`src/rtl/demux_dispatcher.sv`:
```
`default_nettype none
// ============================================================================
// Module   : demux_dispatcher
// Purpose  : Registered valid/ready front end for a parametric demultiplexer.
//            Beats tagged with a destination index are held in a two-entry
//            skid buffer. The head entry drives BUS_OUT/SEL_OUT and a one-hot
//            OUT_VALID. Ordering is strict FIFO across destinations, so a
//            stalled head blocks all later beats.
// Ports    : CLK, RST (sync, active-high)
//            IN_VALID/IN_READY/IN_DATA/IN_DEST  - upstream beat handshake
//            BUS_OUT/SEL_OUT                    - head beat to demux
//            OUT_VALID/OUT_READY                - per-destination handshake
//            DROP_PULSE/DROP_COUNT              - dropped-beat reporting
// Options  : `DEMUX_DISPATCHER_DEST_CHECK_EN - drop out-of-range beats and
//            count them. When undefined, an out-of-range destination is
//            clamped to NUM_OUTPUTS-1, and the drop outputs are tied to 0.
// Revision : 1.0 - initial release
// ============================================================================
module demux_dispatcher #(
  parameter int DATA_WIDTH  = 16,
  parameter int NUM_OUTPUTS = 8,
  parameter int SEL_WIDTH   = $clog2(NUM_OUTPUTS)
) (
  input  logic                   CLK,
  input  logic                   RST,
  input  logic                   IN_VALID,
  output logic                   IN_READY,
  input  logic [DATA_WIDTH-1:0]  IN_DATA,
  input  logic [SEL_WIDTH-1:0]   IN_DEST,
  output logic [DATA_WIDTH-1:0]  BUS_OUT,
  output logic [SEL_WIDTH-1:0]   SEL_OUT,
  output logic [NUM_OUTPUTS-1:0] OUT_VALID,
  input  logic [NUM_OUTPUTS-1:0] OUT_READY,
  output logic                   DROP_PULSE,
  output logic [7:0]             DROP_COUNT
);

  // One extra bit so NUM_OUTPUTS itself is representable in the compare.
  localparam logic [SEL_WIDTH:0]   c_num_outputs = (SEL_WIDTH+1)'(NUM_OUTPUTS);
  localparam logic [SEL_WIDTH-1:0] c_max_sel     = SEL_WIDTH'(NUM_OUTPUTS - 1);

  typedef enum logic [1:0] {
    ST_EMPTY = 2'd0,
    ST_ONE   = 2'd1,
    ST_FULL  = 2'd2
  } state_t;

  state_t                  state_q, state_d;
  logic [DATA_WIDTH-1:0]   head_data_q, head_data_d;
  logic [DATA_WIDTH-1:0]   skid_data_q, skid_data_d;
  logic [SEL_WIDTH-1:0]    head_sel_q, head_sel_d;
  logic [SEL_WIDTH-1:0]    skid_sel_q, skid_sel_d;
  logic                    in_ready_q, in_ready_d;

  logic                    w_accept;
  logic                    w_complete;
  logic                    w_oor;
  logic                    w_drop;
  logic                    w_store;
  logic [SEL_WIDTH-1:0]    w_dest;

  assign w_accept   = IN_VALID && in_ready_q;
  // Only the ready bit addressed by the head matters.
  assign w_complete = (state_q != ST_EMPTY) && OUT_READY[head_sel_q];
  assign w_oor      = ({1'b0, IN_DEST} >= c_num_outputs);

`ifdef DEMUX_DISPATCHER_DEST_CHECK_EN
  assign w_drop = w_accept && w_oor;
  assign w_dest = IN_DEST;
`else
  assign w_drop = 1'b0;
  assign w_dest = w_oor ? c_max_sel : IN_DEST;
`endif

  // A dropped beat is consumed upstream but never enters the buffer.
  assign w_store = w_accept && !w_drop;

  always_comb begin
    state_d     = state_q;
    head_data_d = head_data_q;
    head_sel_d  = head_sel_q;
    skid_data_d = skid_data_q;
    skid_sel_d  = skid_sel_q;
    case (state_q)
      ST_EMPTY: begin
        if (w_store) begin
          head_data_d = IN_DATA;
          head_sel_d  = w_dest;
          state_d     = ST_ONE;
        end
      end
      ST_ONE: begin
        if (w_store && w_complete) begin
          head_data_d = IN_DATA;
          head_sel_d  = w_dest;
        end else if (w_store) begin
          skid_data_d = IN_DATA;
          skid_sel_d  = w_dest;
          state_d     = ST_FULL;
        end else if (w_complete) begin
          state_d = ST_EMPTY;
        end
      end
      ST_FULL: begin
        if (w_complete) begin
          head_data_d = skid_data_q;
          head_sel_d  = skid_sel_q;
          state_d     = ST_ONE;
        end
      end
      default: state_d = ST_EMPTY;
    endcase
    // Registered ready: looks ahead at the next state so no path from
    // OUT_READY reaches IN_READY combinationally.
    in_ready_d = (state_d != ST_FULL);
  end

  always_ff @(posedge CLK) begin
    if (RST) begin
      state_q     <= ST_EMPTY;
      head_data_q <= '0;
      head_sel_q  <= '0;
      skid_data_q <= '0;
      skid_sel_q  <= '0;
      in_ready_q  <= 1'b0;
    end else begin
      state_q     <= state_d;
      head_data_q <= head_data_d;
      head_sel_q  <= head_sel_d;
      skid_data_q <= skid_data_d;
      skid_sel_q  <= skid_sel_d;
      in_ready_q  <= in_ready_d;
    end
  end

  always_comb begin
    OUT_VALID = '0;
    if (state_q != ST_EMPTY) begin
      OUT_VALID[head_sel_q] = 1'b1;
    end
  end

  // Head register is never cleared on completion, so in EMPTY the outputs
  // keep showing the last completed beat.
  assign IN_READY = in_ready_q;
  assign BUS_OUT  = head_data_q;
  assign SEL_OUT  = head_sel_q;

`ifdef DEMUX_DISPATCHER_DEST_CHECK_EN
  logic       drop_pulse_q, drop_pulse_d;
  logic [7:0] drop_count_q, drop_count_d;

  always_comb begin
    drop_pulse_d = w_drop;
    drop_count_d = drop_count_q;
    if (w_drop && (drop_count_q != 8'hFF)) begin
      drop_count_d = drop_count_q + 8'd1;
    end
  end

  always_ff @(posedge CLK) begin
    if (RST) begin
      drop_pulse_q <= 1'b0;
      drop_count_q <= 8'd0;
    end else begin
      drop_pulse_q <= drop_pulse_d;
      drop_count_q <= drop_count_d;
    end
  end

  assign DROP_PULSE = drop_pulse_q;
  assign DROP_COUNT = drop_count_q;
`else
  assign DROP_PULSE = 1'b0;
  assign DROP_COUNT = 8'd0;
`endif

endmodule
`default_nettype wire

```
`config.mk`:
```
export PLATFORM = sky130hd
export DESIGN_NAME = demux_dispatcher
export DESIGN_NICKNAME = d
export VERILOG_FILES = /design/src/rtl/demux_dispatcher.sv
export SDC_FILE = /design/constraint.sdc
export NUM_CORES = 1
export LEC_CHECK = 0
export ABC_CLOCK_PERIOD_IN_PS = 1940
export BUFFER_PORTS_ARGS = -buffer_cell sky130_fd_sc_hd__buf_2
export CORE_ASPECT_RATIO = 0.6
export CORE_MARGIN = 10
export CORE_UTILIZATION = 37
export CTS_BUF_LIST = sky130_fd_sc_hd__clkbuf_4
export CTS_CLUSTER_SIZE = 14
export DETAILED_ROUTE_END_ITERATION = 16
export PLACE_DENSITY = 0.71
export SKIP_CTS_REPAIR_TIMING = 1
export SYNTH_ARGS = -nofsm -noshare
export SYNTH_HDL_FRONTEND = slang
export SYNTH_SLANG_ARGS = --single-unit
```
`constraint.sdc`:
```
create_clock -name CLK -period 1.94 [get_ports CLK]
set_clock_uncertainty 0.05 [all_clocks]
set_input_delay 0.388 -clock CLK [delete_from_list [all_inputs] [get_ports CLK]]
set_output_delay 0.388 -clock CLK [all_outputs]
set_load 0.03 [all_outputs]
```
==> impl_metrics.csv <==
group,metric,value,unit
yosys,syn_area,2188,sq um
timing,tns,0,ns
critical_path,path_buf_inv,1,
global_routing,track_usage,12.10,%
global_routing,grt_pass1_vias,1859,
critical_path,cpMaxStageDelayCell,"dfxtp_4",
yosys,ys.flop_type,"dfxtp_1",
global_routing,antenna_found_initial,0,
yosys,synth_edf_count,0,
yosys,synth_area_leader_cell,"dfxtp_1",
clocking,clkSlewWorstSetupHoldPaths,0.12,ns
routing,vias,1949,
power,peakVddDrop,0.2752,mV
clocking,clk_latency,0.35,ns
clocking,cts.sinks,41,
final_layout,finish.utilization,47.00,%
timing,slew_headroom,57.85,%
yosys,syn_area_per_cell,9.473,sq um
final_layout,fillers,579,
yosys,synth.area.top_cells,"dfxtp_1, o221a_2, mux2i_1",
routing,firstDrtPassIters,4,
power,sw_frac_of_total,35.31,%
global_routing,grt_max_degree,59,
final_layout,multiInputGateArea,1196,sq um
clocking,cts_buffers,5,
critical_path,critical_path_class,"reg -> reg",
yosys,synth_cell_types,34,
final_layout,drive_gt1_share,44.18,%
critical_path,startpoint_type,"register",
timing,min_period,1.930,ns
floorplan,pin_count,67,
critical_path,cp.arrival,2.14,ns
floorplan,die_area,9492,sq um
floorplan,coreArea,5649,sq um
routing,viasPerCell,5.239,
placed_design,gp_congestion,0.7874,
critical_path,crit_path_end_kind,"register",
yosys,yosys_register_bits,41,
timing,period_share,99.47,%
routing,wirelength,6064,microns
power,p_int,1.298,mW
power,p_leak,1.145,nW
clocking,htree_levels,2,
placed_design,portBuffers,57,
floorplan,initial_core_util,38.74,%
yosys,synth.yosys.seq_area_share,37.51,%
timing,finalSetupViolCount,0,
run,drv_cap,0,
routing,antenna_left,0,
global_routing,grt_pass1_wl,9453,microns
final_layout,syn2layout_area_growth,21.33,%
global_routing,grt-ovfl-total,0,
worst_hold_path,min_path_type,"in -> reg",
yosys,synthDominantCellAreaShare,37.51,%
clocking,cts_root_buffer,"clkbuf_4",
final_layout,seqCellArea,827.0,sq um
critical_path,critical-path-top-delay-family,"compound AO/OA/AOI/OAI gates",
timing,fmax,518.2,MHz
critical_path,cp_max_fo,18,
floorplan,fp.dieH,79.57,microns
power,pwr-share-seq,47.3,%
final_layout,fin_nets,321,
power,powerDensity,755.5,nW/um^2
timing,tightest_slew,0.6323,ns
critical_path,cp_cell_sequence,"mux2_4 > a222oi_1 > buf_4 > a32oi_4 > a22o_1",
floorplan,die_width,119.3,microns
routing,drt_iter0_drc,109,
yosys,synthArstFlopShare,0,%
power,clkPwrFrac,21.0,%
clocking,cts_tree,"built",
placed_design,dpl.hpwl,4474,microns
power,switchingPower,0.7082,mW
yosys,synthCells,231,
yosys,yosysWarningCount,0,
power,pwr-share-comb,31.7,%
timing,finalHoldViolCount,0,
floorplan,fp-row-count,21,
yosys,ys_top_cells_by_count,"dfxtp_1, nand2_1, mux2i_1, o221a_2",
routing,wl_per_cell,16.30,microns
routing,route.detailed.drc,0,
run_status,status,"finished clean",
critical_path,critical_path_required,2.15,ns
timing,rsz0062_at_grt,"yes",
clocking,cts.path.max_buffers,2,
timing,slew_violations,0,
final_layout,antenna_cells,0,
critical_path,max_stage_delay,0.39,ns
[kinds of logic (layout without fill, tap and decap cells)]
group                  Yosys count  count (layout)  share of synthesized area [%]
muxes                           23              23                          10.92
DFF                             41              41                          37.51
and+or+nand+nor                 65              65                          12.92
buffers and inverters           34              87                          9.605
other                            1               9                         0.1714
AOI/OAI and AO/OA               67              67                          28.87
[metal layers]
metal  vias to the layer above  track usage (%)  share of wire (%)
li1                        965                -                  -
met1                       920            16.05                 49
met2                        59            18.21                 42
met3                         5            4.520                8.6
met4                         0            2.670               0.45
met5                         -                0                  0
[sequential cells by signal, summed over array words and instances, names as in the netlist]
name         count
skid_sel_q       3
state_q          2
IN_READY         1
SEL_OUT          3
BUS_OUT         16
skid_data_q     16
[worst reg2reg max path: cells and delay by family, from the launching register on]
family | cells | cell delay, ns
flops | 1 | 0.39
mux | 1 | 0.30
buf+inv | 1 | 0.21
compound gates | 3 | 0.89
[area by class of cell]
cell class              count  area share, %
multi-input cells         164          45.05
flip-flops and latches     41          31.15
repair buffers             76          17.72
well taps                  80          3.770
clock buffers               5          1.414
clock inverters             3         0.4713
inverters                   3         0.4241
[power by group through the flow]
stage,combinational (mW),clock [mW],sequential [mW]
floorplan,0.368,0,1.05
CTS,0.629,0.422,0.949
global placement,0.616,0,0.967
finish,0.636,0.420,0.949
global route,0.684,0.458,0.959
detailed placement,0.628,0,0.966
[worst paths after layout]
path,slack [ns],to,startpoint,cells after the start
setup / recovery,0.01,BUS_OUT[3],SEL_OUT[1],5
hold / removal,0.20,state_q[0],RST,2
setup reg to reg,0.01,BUS_OUT[3],SEL_OUT[1],5
hold reg to reg,0.42,skid_data_q[0],skid_data_q[0],2
[per-stage QoR]
step           setup WS (ns)  total power [mW]  std cells  hold slack [ns]  cell area (sq um)
3_3_place_gp        -0.06336             1.582        363           0.3917               2586
6_report             0.01037             2.006        372           0.2014               2655
2_1_floorplan       -0.08435             1.421        239           0.3847               2235
3_5_place_dp        -0.04151             1.594        363           0.3960               2586
4_1_cts             -0.01493             2.000        371           0.1847               2636
5_1_grt             -0.08585             2.100        372           0.1859               2655
[placed cells by master, fill, tap and decap left out, types with 5 or more instances in the layout]
cell	instances
clkbuf_4	5
nand2_1	41
conb_1	9
nor2_1	8
buf_4	18
dfxtp_1	38
a31o_2	18
buf_2	55
a22o_1	18
mux2i_1	19
o221a_2	19
No activity file was read; power rests on OpenSTA's default activity.
